[src/rtl/r8acc_pkg.sv]
// Shared types and constants for the radix-8 Booth sequential accumulator
// and its digit selector.
package r8acc_pkg;

    localparam int unsigned DW   = 16;
    localparam int unsigned PW   = 2 * DW;
    localparam int unsigned NDIG = (DW + 2 + 2) / 3;
    localparam int unsigned XW   = 3 * NDIG;
    localparam int unsigned CW   = $clog2(NDIG);

    typedef enum logic [1:0] {
        IDLE,
        RUN,
        DONE
    } state_t;

    typedef struct packed {
        logic       neg;
        logic [2:0] mag;
    } booth_digit_t;

    // Window {x[3i+2], x[3i+1], x[3i], x[3i-1]} -> sign/magnitude digit in -4..+4
    function automatic booth_digit_t booth_decode(input logic [3:0] win);
        booth_digit_t d;
        logic [2:0]   s;
        s = {1'b0, win[2], 1'b0} + {2'b00, win[1]} + {2'b00, win[0]};
        if (win[3]) begin
            d.mag = 3'd4 - s;
            d.neg = (s != 3'd4);
        end else begin
            d.mag = s;
            d.neg = 1'b0;
        end
        return d;
    endfunction

endpackage

[src/rtl/r8_booth_digit_sel.sv]
// Combinational radix-8 Booth digit selector: picks the multiple for one
// 4-bit digit window and negates it for negative digits.
module r8_booth_digit_sel
    import r8acc_pkg::*;
(
    input  logic [3:0]    win,
    input  logic [PW-1:0] m0,
    input  logic [PW-1:0] m1,
    input  logic [PW-1:0] m2,
    input  logic [PW-1:0] m3,
    input  logic [PW-1:0] m4,
    output logic [PW-1:0] multiple_c
);

    booth_digit_t  dig;
    logic [PW-1:0] mag_m;

    always_comb begin
        dig = booth_decode(win);
        case (dig.mag)
            3'd0:    mag_m = m0;
            3'd1:    mag_m = m1;
            3'd2:    mag_m = m2;
            3'd3:    mag_m = m3;
            default: mag_m = m4;
        endcase
        multiple_c = dig.neg ? (~mag_m + PW'(1)) : mag_m;
    end

endmodule

[src/rtl/r8_booth_seq_acc.sv]
// Iterative radix-8 Booth back end: one digit of B per cycle, accumulating
// the selected shifted multiple into a PW-bit product.
module r8_booth_seq_acc
    import r8acc_pkg::*;
#(
    parameter int unsigned APPROX_DIGITS = 0
)
(
    input  logic          clk,
    input  logic          rst_n,
    input  logic          in_valid,
    output logic          in_ready,
    input  logic [DW-1:0] b_in,
    input  logic [PW-1:0] prod0,
    input  logic [PW-1:0] prod1,
    input  logic [PW-1:0] prod2,
    input  logic [PW-1:0] prod3,
    input  logic [PW-1:0] prod4,
    output logic          out_valid,
    input  logic          out_ready,
    output logic [PW-1:0] p_out
);

    localparam int unsigned     SW       = $clog2(XW);
    localparam int unsigned     DROP_INT = (32'd1 << APPROX_DIGITS) - 32'd1;
    localparam logic [NDIG-1:0] DROP     = NDIG'(DROP_INT);

    state_t        state_q, state_next;
    logic [PW-1:0] m0_q, m1_q, m2_q, m3_q, m4_q;
    logic [XW:0]   xs_q;
    logic [PW-1:0] acc_q;
    logic [CW-1:0] cnt_q;

    logic [PW-1:0] multiple_c;
    logic [PW-1:0] addend;
    logic [PW-1:0] acc_next;
    logic [SW-1:0] shamt;

    r8_booth_digit_sel u_sel (
        .win        (xs_q[3:0]),
        .m0         (m0_q),
        .m1         (m1_q),
        .m2         (m2_q),
        .m3         (m3_q),
        .m4         (m4_q),
        .multiple_c (multiple_c)
    );

    // Truncated low digits still take their cycle but add nothing
    always_comb begin
        shamt    = SW'(cnt_q) * SW'(3);
        addend   = DROP[cnt_q] ? '0 : (multiple_c << shamt);
        acc_next = acc_q + addend;
    end

    always_comb begin
        state_next = state_q;
        case (state_q)
            IDLE:    if (in_valid) state_next = RUN;
            RUN:     if (cnt_q == CW'(NDIG - 1)) state_next = DONE;
            DONE:    if (out_ready) state_next = IDLE;
            default: state_next = IDLE;
        endcase
    end

    always_ff @(posedge clk or negedge rst_n) begin
        if (!rst_n) state_q <= IDLE;
        else        state_q <= state_next;
    end

    always_ff @(posedge clk or negedge rst_n) begin
        if (!rst_n) begin
            in_ready  <= 1'b1;
            out_valid <= 1'b0;
            p_out     <= '0;
            m0_q      <= '0;
            m1_q      <= '0;
            m2_q      <= '0;
            m3_q      <= '0;
            m4_q      <= '0;
            xs_q      <= '0;
            acc_q     <= '0;
            cnt_q     <= '0;
        end else begin
            in_ready  <= (state_next == IDLE);
            out_valid <= (state_next == DONE);
            case (state_q)
                IDLE: begin
                    if (in_valid) begin
                        m0_q  <= prod0;
                        m1_q  <= prod1;
                        m2_q  <= prod2;
                        m3_q  <= prod3;
                        m4_q  <= prod4;
                        xs_q  <= {{(XW - DW){b_in[DW-1]}}, b_in, 1'b0};
                        acc_q <= '0;
                        cnt_q <= '0;
                    end
                end
                RUN: begin
                    acc_q <= acc_next;
                    xs_q  <= {{3{xs_q[XW]}}, xs_q[XW:3]};
                    cnt_q <= cnt_q + CW'(1);
                    if (cnt_q == CW'(NDIG - 1)) p_out <= acc_next;
                end
                default: ;
            endcase
        end
    end

endmodule

[config.mk]
export PLATFORM = sky130hd
export DESIGN_NAME = r8_booth_seq_acc
export DESIGN_NICKNAME = d
export VERILOG_FILES = /design/src/rtl/r8acc_pkg.sv /design/src/rtl/r8_booth_digit_sel.sv /design/src/rtl/r8_booth_seq_acc.sv
export SDC_FILE = /design/constraint.sdc
export NUM_CORES = 1
export LEC_CHECK = 0
export CAP_MARGIN = 5
export CORE_MARGIN = 5
export CORE_UTILIZATION = 34
export CTS_BUF_LIST = sky130_fd_sc_hd__clkbuf_4 sky130_fd_sc_hd__clkbuf_8 sky130_fd_sc_hd__clkbuf_16
export CTS_CLUSTER_DIAMETER = 150
export DETAILED_ROUTE_END_ITERATION = 8
export GPL_TIMING_DRIVEN = 0
export PLACE_DENSITY_LB_ADDON = 0.05
export SETUP_SLACK_MARGIN = 0.5
export SLEW_MARGIN = 20
export SYNTH_ARGS = -nofsm -noshare
export SYNTH_HDL_FRONTEND = slang
export SYNTH_SLANG_ARGS = --single-unit
[constraint.sdc]
create_clock -name clk -period 12.9 [get_ports clk]
set_input_delay 1.29 -clock clk [delete_from_list [all_inputs] [get_ports clk]]
set_output_delay 1.29 -clock clk [all_outputs]
set_load 0.05 [all_outputs]
### Word-level counts from Yosys, hierarchy flattened

Memory sizes are Yosys's and may differ from the RTL's.
Index checks and enable logic that the tools add are counted.

* register bits: 250
* ROM bits: 8
* bits of input ports: 180
* output and inout bits: 34
* logic and storage cells: 57
* memories: 1

Memory list
* (no name shown): words 8, bits a word 1, read ports 1, clocked after Yosys merged registers in 0, wr ports 0, RTL line r8_booth_seq_acc.sv:52 `addend = DROP[cnt_q] ? '0 : (multiple_c << shamt);`

* $add $sub $neg: 6
* $mul: 1
* magnitude comparators: 1
* equal/unequal tests: 9
* shifts and indexed selects: 1
* muxes and demuxes: 15
* bitwise gates (word level): 2
* reductions and logical operators: 8

Operators by type and width (count)
* case mux 32 bit (4 select lines): 1
* 2-to-1 mux 32 bit: 3
* case mux 32 bit (2 select lines): 1
* case mux 19 bit (2 select lines): 1
* adder 32 x 1 -> 32 bit, second input constant: 1
* adder 32 bit: 1
* NOT 32 bit: 1
* left shift 32 x 5 -> 32 bit: 1
* 2-to-1 mux 19 bit: 1
* equality test 3 x 2 -> 1 bit, second input constant: 2
* 2-to-1 mux 2 bit: 3
* case mux 2 bit (3 select lines): 1
* case mux 3 bit (2 select lines): 1
* AND reduction 2 bit: 3
* multiplier 3 x 2 -> 5 bit, second input constant: 1
* equality test 2 bit, second input constant: 2
* zero test 2 bit: 2
* < comparator 3 x 4 -> 1 bit, second input constant: 1
* 2-to-1 mux 4 bit: 1
* adder 2 x 1 -> 3 bit: 1
* adder 3 x 1 -> 3 bit: 1
* adder 3 x 1 -> 3 bit, second input constant: 1
* equality test 3 x 1 -> 1 bit, second input constant: 1
* equality test 3 bit, second input constant: 1
* 10 further kinds: 10

### Logic depth before layout (Yosys ltp)

Gate-level depths: netlist of run 1.

* word-level depth: 13
* gate-level depth with buffers: 41

### Cells and area by module

A second synthesis of run 1 with hierarchy kept.

* cells, all modules: 1438
* area, all modules: 15098.2 µm²

Modules (own cells, without submodules)
* r8_booth_seq_acc: instances 1, cells an instance 1103, area each 12678.4 µm², seq. area each 6232.2 µm²
* r8_booth_digit_sel: instances 1, cells an instance 335, area each 2419.8 µm², seq. area each 0.0 µm²

### Least setup slack after synthesis of run 1

No wires, ideal clock.

* kind: reg2reg
* start point: reg xs_q[0]
* end point: reg p_out[30]
* library setup time: 133 ps
* data arrival time: 7350 ps
* required time: 12767 ps
* setup slack: 5417 ps
* stages on the path, launching flop included: 38
* path buffers: 5
* period minus slack after synthesis: 7483 ps
* cells stage by stage: dfrtp_1 ha_1 ha_1 buf_6 buf_6 buf_2 nor2_1 ha_1 and4b_4 clkbuf_2 o21ai_0 a41oi_1 inv_1 ha_1 inv_1 a2111oi_2 nor4b_4 buf_4 (+2 left out) or2_2 o21ai_0 mux2i_1 a21oi_1 nor2_1 ha_1 a21oi_1 nor2b_1 o21a_1 o21a_1 o21a_1 o311a_1 o21ai_0 a21oi_1 or3_1 a31oi_1 xor2_1 o21ai_0

* longest elaborated chain between the ends: 11

Ends and longest elaborated chain
* from (decl): RTL line r8_booth_seq_acc.sv:30 `logic [XW:0] xs_q;`
* from (signal assigned): RTL line r8_booth_seq_acc.sv:95 `xs_q <= {{(XW - DW){b_in[DW-1]}}, b_in, 1'b0};`
* from (signal assigned): RTL line r8_booth_seq_acc.sv:102 `xs_q <= {{3{xs_q[XW]}}, xs_q[XW:3]};`
* adder 3 x 1 -> 3 bit *: RTL line r8acc_pkg.sv:26 `s = {1'b0, win[2], 1'b0} + {2'b00, win[1]} + {2'b00, win[0]};`
* subtractor 3 bit: RTL line r8acc_pkg.sv:28 `d.mag = 3'd4 - s;`
* 2-to-1 mux 4 bit *: RTL line r8acc_pkg.sv:27 `if (win[3]) begin`
* equality test 3 x 2 -> 1 bit, or another cell as far along: RTL line r8_booth_digit_sel.sv:20 `case (dig.mag)`
* case mux 32 bit (4 select lines): RTL line r8_booth_digit_sel.sv:20
* NOT 32 bit: RTL line r8_booth_digit_sel.sv:27 `multiple_c = dig.neg ? (~mag_m + PW'(1)) : mag_m;`
* adder 32 x 1 -> 32 bit: RTL line r8_booth_digit_sel.sv:27
* 2-to-1 mux 32 bit *: RTL line r8_booth_digit_sel.sv:27
* left shift 32 x 5 -> 32 bit *: RTL line r8_booth_seq_acc.sv:52
* 2-to-1 mux 32 bit *: RTL line r8_booth_seq_acc.sv:52
* adder 32 bit *: RTL line r8_booth_seq_acc.sv:53 `acc_next = acc_q + addend;`
* to (signal assigned): RTL line r8_booth_seq_acc.sv:104 `if (cnt_q == CW'(NDIG - 1)) p_out <= acc_next;`
* to (decl): RTL line r8_booth_seq_acc.sv:21 `output logic [PW-1:0] p_out`

Mark *: on every way between the ends. The rest lies on a longest branch, timed or not.
A chain may end at the register's enable or synchronous reset.

### Final worst setup path of run 1

* start point: reg xs_q[0]
* end point: reg acc_q[31]

* longest elaborated chain between the ends: 12

Ends and longest elaborated chain
* adder 3 x 1 -> 3 bit *: RTL line r8acc_pkg.sv:26
* subtractor 3 bit: RTL line r8acc_pkg.sv:28
* 2-to-1 mux 4 bit *: RTL line r8acc_pkg.sv:27
* equality test 3 x 2 -> 1 bit, or another cell as far along: RTL line r8_booth_digit_sel.sv:20
* case mux 32 bit (4 select lines): RTL line r8_booth_digit_sel.sv:20
* NOT 32 bit: RTL line r8_booth_digit_sel.sv:27
* adder 32 x 1 -> 32 bit: RTL line r8_booth_digit_sel.sv:27
* 2-to-1 mux 32 bit *: RTL line r8_booth_digit_sel.sv:27
* left shift 32 x 5 -> 32 bit *: RTL line r8_booth_seq_acc.sv:52
* 2-to-1 mux 32 bit *: RTL line r8_booth_seq_acc.sv:52
* adder 32 bit *: RTL line r8_booth_seq_acc.sv:53
* case mux 32 bit (2 select lines) *: RTL line r8_booth_seq_acc.sv:87 `case (state_q)`
* to (signal assigned): RTL line r8_booth_seq_acc.sv:101 `acc_q <= acc_next;`
* to (decl): RTL line r8_booth_seq_acc.sv:31 `logic [PW-1:0] acc_q;`

Marks and branches as above.

==> summary.txt, run 1 <==
Outcome: completed
Worst path max stage delay: 0.69 ns
Total number of nets in the final design: 1991
Highest net fanout along the worst path: 10
Relative area change from synthesis to final layout: 25.7%
Initial antenna violation count: 0
Clock buffers created by TritonCTS: 30
Max Clk Rate: 102 MHz
Headroom to the max-slew limit: 31.8%
Count of max-cap constraint violations: 0
Vias after detailed routing: 12872
Average footprint of a synthesized cell: 10.2 sq um
Hold_ws: 0.473 ns
Worst Skew: 0.0119 ns
Family of cells with the greatest summed delay on the critical path: compound AO/OA/AOI/OAI gates
Average wire length per cell after detail routing: 22.4 microns
Total die area: 49900 sq um
Total count of max-transition violations in the final report: 0
CTS tree: yes
Post-CTS setup-driven buffer insertion count: 0
Net count of the mapped netlist: 1743
Post-detailed-placement half-perimeter wirelength: 42000 microns
Share of synthesized area occupied by flip-flops and latches: 40.2%
Path type of the worst min-delay path: flip-flop to flip-flop
Number of standard-cell rows in the floorplan: 78
IO Port Bufs: 213
Critical-path cell with the highest stage delay: o311ai_0
Pin count of the biggest net entering global routing: 88
Critical path destination: acc_q[31]
Minimum clock period: 9.76 ns
Number of global-route vias before repair: 13248
Type of destination of the critical path: flip-flop
Cell depth of the worst setup path: 39
First-pass DRT Iterations: 5
Post-CTS Resized: 0
Slew at the pin closest to its max-slew limit: 1.01 ns
All-Layer GR Usage: 20.9%
GPL Wtd Cong: 0.899
FF-to-FF Start: xs_q[0]
H-tree levels: 1
Die Wd: 223 microns
Top Ports: 214
Effective utilization at floorplan: 34.3%
Number of enable flip-flop cells after synthesis: 0
Count of distinct cell types in the synthesized netlist: 98
Remaining global-route overflow: 0
Initial DRC Count: 840
Fraction of layout instances using a drive strength above 1: 18.8%
Period utilization: 75.7%
Clock Root Buffer: clkbuf_16
Area of the mapped netlist: 15500 sq um
Placed insts: 2338
Critical path type: flip-flop to flip-flop
Yosys warning total: 0
DRT antenna net count: 0
Vias per cell: 5.38
Met1 Routed Length: 24500 microns
Register bit count reported by yosys: 249
Critical Path Source: xs_q[0]
Depth of the worst register-to-register path: 39
Count of placed standard cells in the final layout, fillers left out: 2391
RSZ-0062 raised after global routing: false
Arrival time worst endpoint: 10.21 ns
Endpoints failing setup: 0
Routed wire length: 53500 microns
Later-pin clock latency in the skew report: 0.56 ns
Clk slew on worst S/H paths: 0.06 ns
Top layer reached by signal wires: met4
Worst Setup Start Kind: flip-flop
Cell seen most often among critical-path stages: ha_1
Flop2flop setup slack: 3.14 ns
Number of instances in the synthesized netlist: 1522
Reg-to-reg endpoint: acc_q[31]
Number of diodes: 0
Count of clock tree sinks: 249
Required @ worst endpoint: 13.35 ns
Die Y: 223 microns
Layout fillers: 4430
First-pass GRT wire length: 81800 microns
Share of flip-flops with an asynchronous set or reset after synthesis: 100%
Cell depth of the worst min-delay path: 2
Met3 Wirelength: 2120 microns
Met2 routed wirelength: 26100 microns
Post-route DRC violation count: 0
Number of hold buffers added after CTS: 0
Number of buffers between clock root and the deepest sink: 3
Sum Neg Setup Slack: 0 ns
Count of endpoints failing hold in the final timing report: 0
Number of buffer and inverter instances along the worst setup path: 9
Area of the core: 45200 sq um
Flip-flop cell with the highest count after synthesis: dfrtp_1
## per-layer routing
| layer | track usage [%] | vias to the layer above |
|---|---|---|
| met4 | 3.24 | 0 |
| met3 | 2.70 | 38 |
| met2 | 35.6 | 278 |
| li1 | - | 6108 |
| met1 | 29.1 | 6448 |
| met5 | 0 | - |
## registers in the layout, indices dropped and copies added (netlist names), 3 cells and up
| signal | cells |
|---|---|
| acc_q | 32 |
| cnt_q | 3 |
| m0_q | 32 |
| m1_q | 32 |
| m2_q | 32 |
| m3_q | 32 |
| m4_q | 32 |
| p_out | 32 |
| xs_q | 18 |
## worst min-delay path, cell delays in order, from the launching register on
cell     delay (ns)
dfrtp_1        0.34
nand2_1        0.04
o21ai_0        0.06
## cell type report
type / count / area (sq um) / share of cell area [%]
Multi-Input combinational cell: 1146 / 8680 / 44.6
Sequential cell: 249 / 6230 / 32.0
Timing Repair Buffer: 216 / 2220 / 11.4
Clock buffer: 42 / 896 / 4.60
Tap cell: 600 / 751 / 3.86
Buffer: 108 / 509 / 2.62
Clock inverter: 11 / 116 / 0.598
Inverter: 19 / 71.3 / 0.366
## cells in the mapped netlist (all sizes together), types with 4 or more instances
master  number  area [sq um]
a211oi      16           130
a21o        21           158
a21oi       57           285
a221oi       4          41.3
a22o         5          43.8
a311oi       5          50.0
a31oi       11          68.8
a41o        13           131
a41oi       31           309
and2         8          50.1
and3         7          45.1
buf         35           234
clkbuf      73           275
dfrtp      248          6210
ha          39           488
inv         18          67.6
mux2       175          1970
mux2i       85           867
mux4         8           180
nand2      124           475
nand2b       7          43.8
nand3       19           100
nand4       13          87.6
nor2       106           400
nor2b       12          75.1
nor3        16          85.1
nor4         7          73.8
o211a        5          50.1
o211ai       6          45.0
o21a         7          52.6
o21ai      164           821
o21bai       7          52.6
o22ai        5          31.3
o311ai       6          52.6
o31ai       10          98.8
or2         35           219
or3          8          50.1
xnor2       33           297
xor2        24           210
## worst min path at each step
| stage | from | endpoint | slack, ns |
|---|---|---|---|
| CTS | p_out[25] | p_out[25] | 0.48 |
| detailed placement | p_out[25] | p_out[25] | 0.47 |
| global placement | p_out[27] | p_out[27] | 0.46 |
| floorplan | xs_q[10] | xs_q[10] | 0.45 |
| global route | p_out[5] | p_out[5] | 0.49 |
| finish | p_out[25] | p_out[25] | 0.47 |
## placed cells by master, fill, tap and decap left out, types with 24 or more instances in the layout
| cell type | count |
|---|---|
| dfrtp_1 | 248 |
| clkdlybuf4s50_1 | 212 |
| mux2_2 | 174 |
| o21ai_0 | 157 |
| nand2_1 | 122 |
| nor2_1 | 105 |
| mux2i_1 | 83 |
| clkbuf_1 | 72 |
| a21oi_1 | 57 |
| ha_1 | 39 |
| xnor2_1 | 32 |
| or2_2 | 31 |
| clkbuf_16 | 31 |
| a41oi_1 | 26 |
| xor2_1 | 24 |
## kinds of logic after synthesis
logic type	synth area share, %
adders and majority gates	3.41
and+or+nand+nor	12.3
xor gates and xnor gates	3.27
DFF	40.2
buffers and inverters	3.75
muxes	19.5
AOI/OAI and AO/OA	17.6
## stage by stage
stage,instance area [sq um],utilization [%],worst slack (ns)
final,19500,43.1,3.14
after detailed placement,18500,40.9,3.15
after global routing,19500,43.1,2.45
after CTS,19500,43.1,3.14
after floorplan,15500,-,5.42
after global placement,18400,40.7,-0.924
Power of run 1 is left out: the tool's default activity adds up to more than one toggle a clock period on the data nets, which glitch-free logic cannot reach.
==> inputs of run 2 (changes only) <==
==> constraint.sdc (replaced) <==
create_clock -name clk -period 8.55 [get_ports clk]
set_input_delay 0.855 -clock clk [delete_from_list [all_inputs] [get_ports clk]]
set_output_delay 0.855 -clock clk [all_outputs]
set_load 0.05 [all_outputs]
==> run 2 against run 1 <==
Worst hold slack got worse by 0.20 ns. Cell count rose by 1.3%. Setup slack worse by 2.3 ns. Utilization is 1.3 points higher. Routed wire length increased by 1.2%. First-iteration DRC count grew 4.9%. Die area unchanged. Non-clock buffer count increased by 31. Critical path depth decreased by 3. Critical endpoint unchanged. Largest cell class unchanged. Highest routed layer unchanged.
==> summary.txt, run 2 (synthesis gave the netlist of run 1 again) <==
Top Ports: 214 (unchanged)
GPL Wtd Cong: 0.899 (unchanged)
Number of diodes: 0 (unchanged)
Number of buffers between clock root and the deepest sink: 3 (unchanged)
Worst Slack Setup Final: 0.828 ns (-2.31 ns)
Post-Place Setup Slack: -1.20 ns (-4.35 ns)
Post-detailed-placement half-perimeter wirelength: 42000 microns (unchanged)
Total number of nets in the final design: 2022 (+1.6%)
Later-pin clock latency in the skew report: 0.56 ns (about the same)
Outcome: completed
Effective utilization at floorplan: 34.3% (unchanged)
Critical path type: flip-flop to flip-flop
First-pass DRT Iterations: 5 (unchanged)
Count of clock tree sinks: 249 (unchanged)
Worst Skew: 0.0128 ns (+0.000832 ns)
Post-route DRC violation count: 0 (unchanged)
Total die area: 49900 sq um (unchanged)
Type of destination of the critical path: flip-flop
Total count of max-transition violations in the final report: 0 (unchanged)
DRT antenna net count: 0 (unchanged)
Path type of the worst min-delay path: input port to asynchronous set/reset pin
Critical-path cell with the highest stage delay: mux4_2
Headroom to the max-slew limit: 31.3% (-0.46 points)
Routed wire length: 54200 microns (+1.2%)
Pin count of the biggest net entering global routing: 88 (unchanged)
Count of max-cap constraint violations: 0 (unchanged)
Initial DRC Count: 881 (+4.9%)
Depth of the worst register-to-register path: 36 (-7.7%)
Fraction of layout instances using a drive strength above 1: 22.7% (+4.0 points)
Vias after detailed routing: 13016 (+1.1%)
Arrival time worst endpoint: 8.17 ns (-2.04 ns)
Required @ worst endpoint: 8.99 ns (-4.36 ns)
Die Wd: 223 microns (unchanged)
Vias per cell: 5.37 (-0.18%)
Remaining global-route overflow: 0 (unchanged)
CTS tree: yes
Sum Neg Setup Slack: 0 ns (unchanged)
Cell seen most often among critical-path stages: o21bai_1
Highest net fanout along the worst path: 10 (unchanged)
Worst Setup Start Kind: flip-flop
Worst path max stage delay: 0.55 ns (-0.14 ns)
IO Port Bufs: 213 (unchanged)
Initial antenna violation count: 0 (unchanged)
Max Clk Rate: 129 MHz (+26%)
H-tree levels: 1 (unchanged)
Endpoints failing setup: 0 (unchanged)
Placed insts: 2338 (unchanged)
Area of the core: 45200 sq um (unchanged)
Number of global-route vias before repair: 13415 (+1.3%)
Average wire length per cell after detail routing: 22.4 microns (about the same)
Highest-count cells in the layout ignoring fill and taps: dfrtp_1, clkdlybuf4s50_1, mux2_2
Die Y: 223 microns (unchanged)
Count of endpoints failing hold in the final timing report: 0 (unchanged)
Minimum clock period: 7.72 ns (-2.04 ns)
Period utilization: 90.3% (+15 points)
RSZ-0062 raised after global routing: false
Clock buffers created by TritonCTS: 30 (unchanged)
Clock Root Buffer: clkbuf_16
Clk slew on worst S/H paths: 0.06 ns (about the same)
Leading cell type in the layout, fill and taps excluded: dfrtp_1
Relative area change from synthesis to final layout: 29.5%
First-pass GRT wire length: 82400 microns (+0.69%)
Slew at the pin closest to its max-slew limit: 1.03 ns (+0.0202 ns)
Number of standard-cell rows in the floorplan: 78 (unchanged)
Count of placed standard cells in the final layout, fillers left out: 2422 (+1.3%)
All-Layer GR Usage: 21.0% (+0.14 points)
==> run 2: final timing paths <==
check	from	slack (ns)	endpoint
worst max-delay path	xs_q[0]	0.83	acc_q[31]
worst min-delay path	rst_n	0.28	xs_q[4]
worst max register to register	xs_q[0]	0.83	acc_q[31]
worst min register to register	p_out[25]	0.47	p_out[25]
max in group asynchronous	rst_n	7.03	m3_q[28]
min in group clk	p_out[25]	0.47	p_out[25]
==> run 2: worst max-delay path, delay by kind of cell, from the launching register on <==
family / cells / cell delay [ns]
compound gates: 15 / 2.41
xor+xnor: 2 / 0.45
fa+ha+maj: 4 / 0.91
buf+inv: 8 / 1.33
flops: 1 / 0.39
mux: 3 / 1.12
simple gates: 4 / 0.99
==> run 2: what timing repair did <==
action	4_1_cts	5_1_grt
pin swaps	17	18
endpoints found under the setup margin	38	18
setup buffers	20	11
gates resized for setup	54	41
hold buffers	0	0
==> run 2: final cells by class <==
type                    instances  area, sq um
clock inverters                11          116
fillers                      4402        25100
well taps                     600          751
plain buffers                 108          589
repair buffers                247         2450
clock buffers                  42          896
flip-flops and latches        249         6230
inverters                      19         71.3
multi-input cells            1146         8950
==> run 2: routing by layer <==
| layer | vias up | share of wire, % | track usage, % |
|---|---|---|---|
| met5 | - | 0 | 0 |
| met3 | 42 | 4.0 | 2.74 |
| met1 | 6499 | 46 | 29.1 |
| met2 | 297 | 49 | 35.9 |
| met4 | 0 | 1.7 | 3.62 |
| li1 | 6178 | - | - |
==> run 2: metrics by stage <==
stage / area [sq um] / utilization [%] / hold slack, ns
final: 20100 / 44.4 / 0.277
after global routing: 20100 / 44.4 / 0.294
after CTS: 19800 / 43.9 / 0.295
after detailed placement: 18500 / 40.9 / 0.470
after global placement: 18400 / 40.7 / 0.462
after floorplan: 15500 / - / 0.450
Power of run 2 is left out for the same reason.
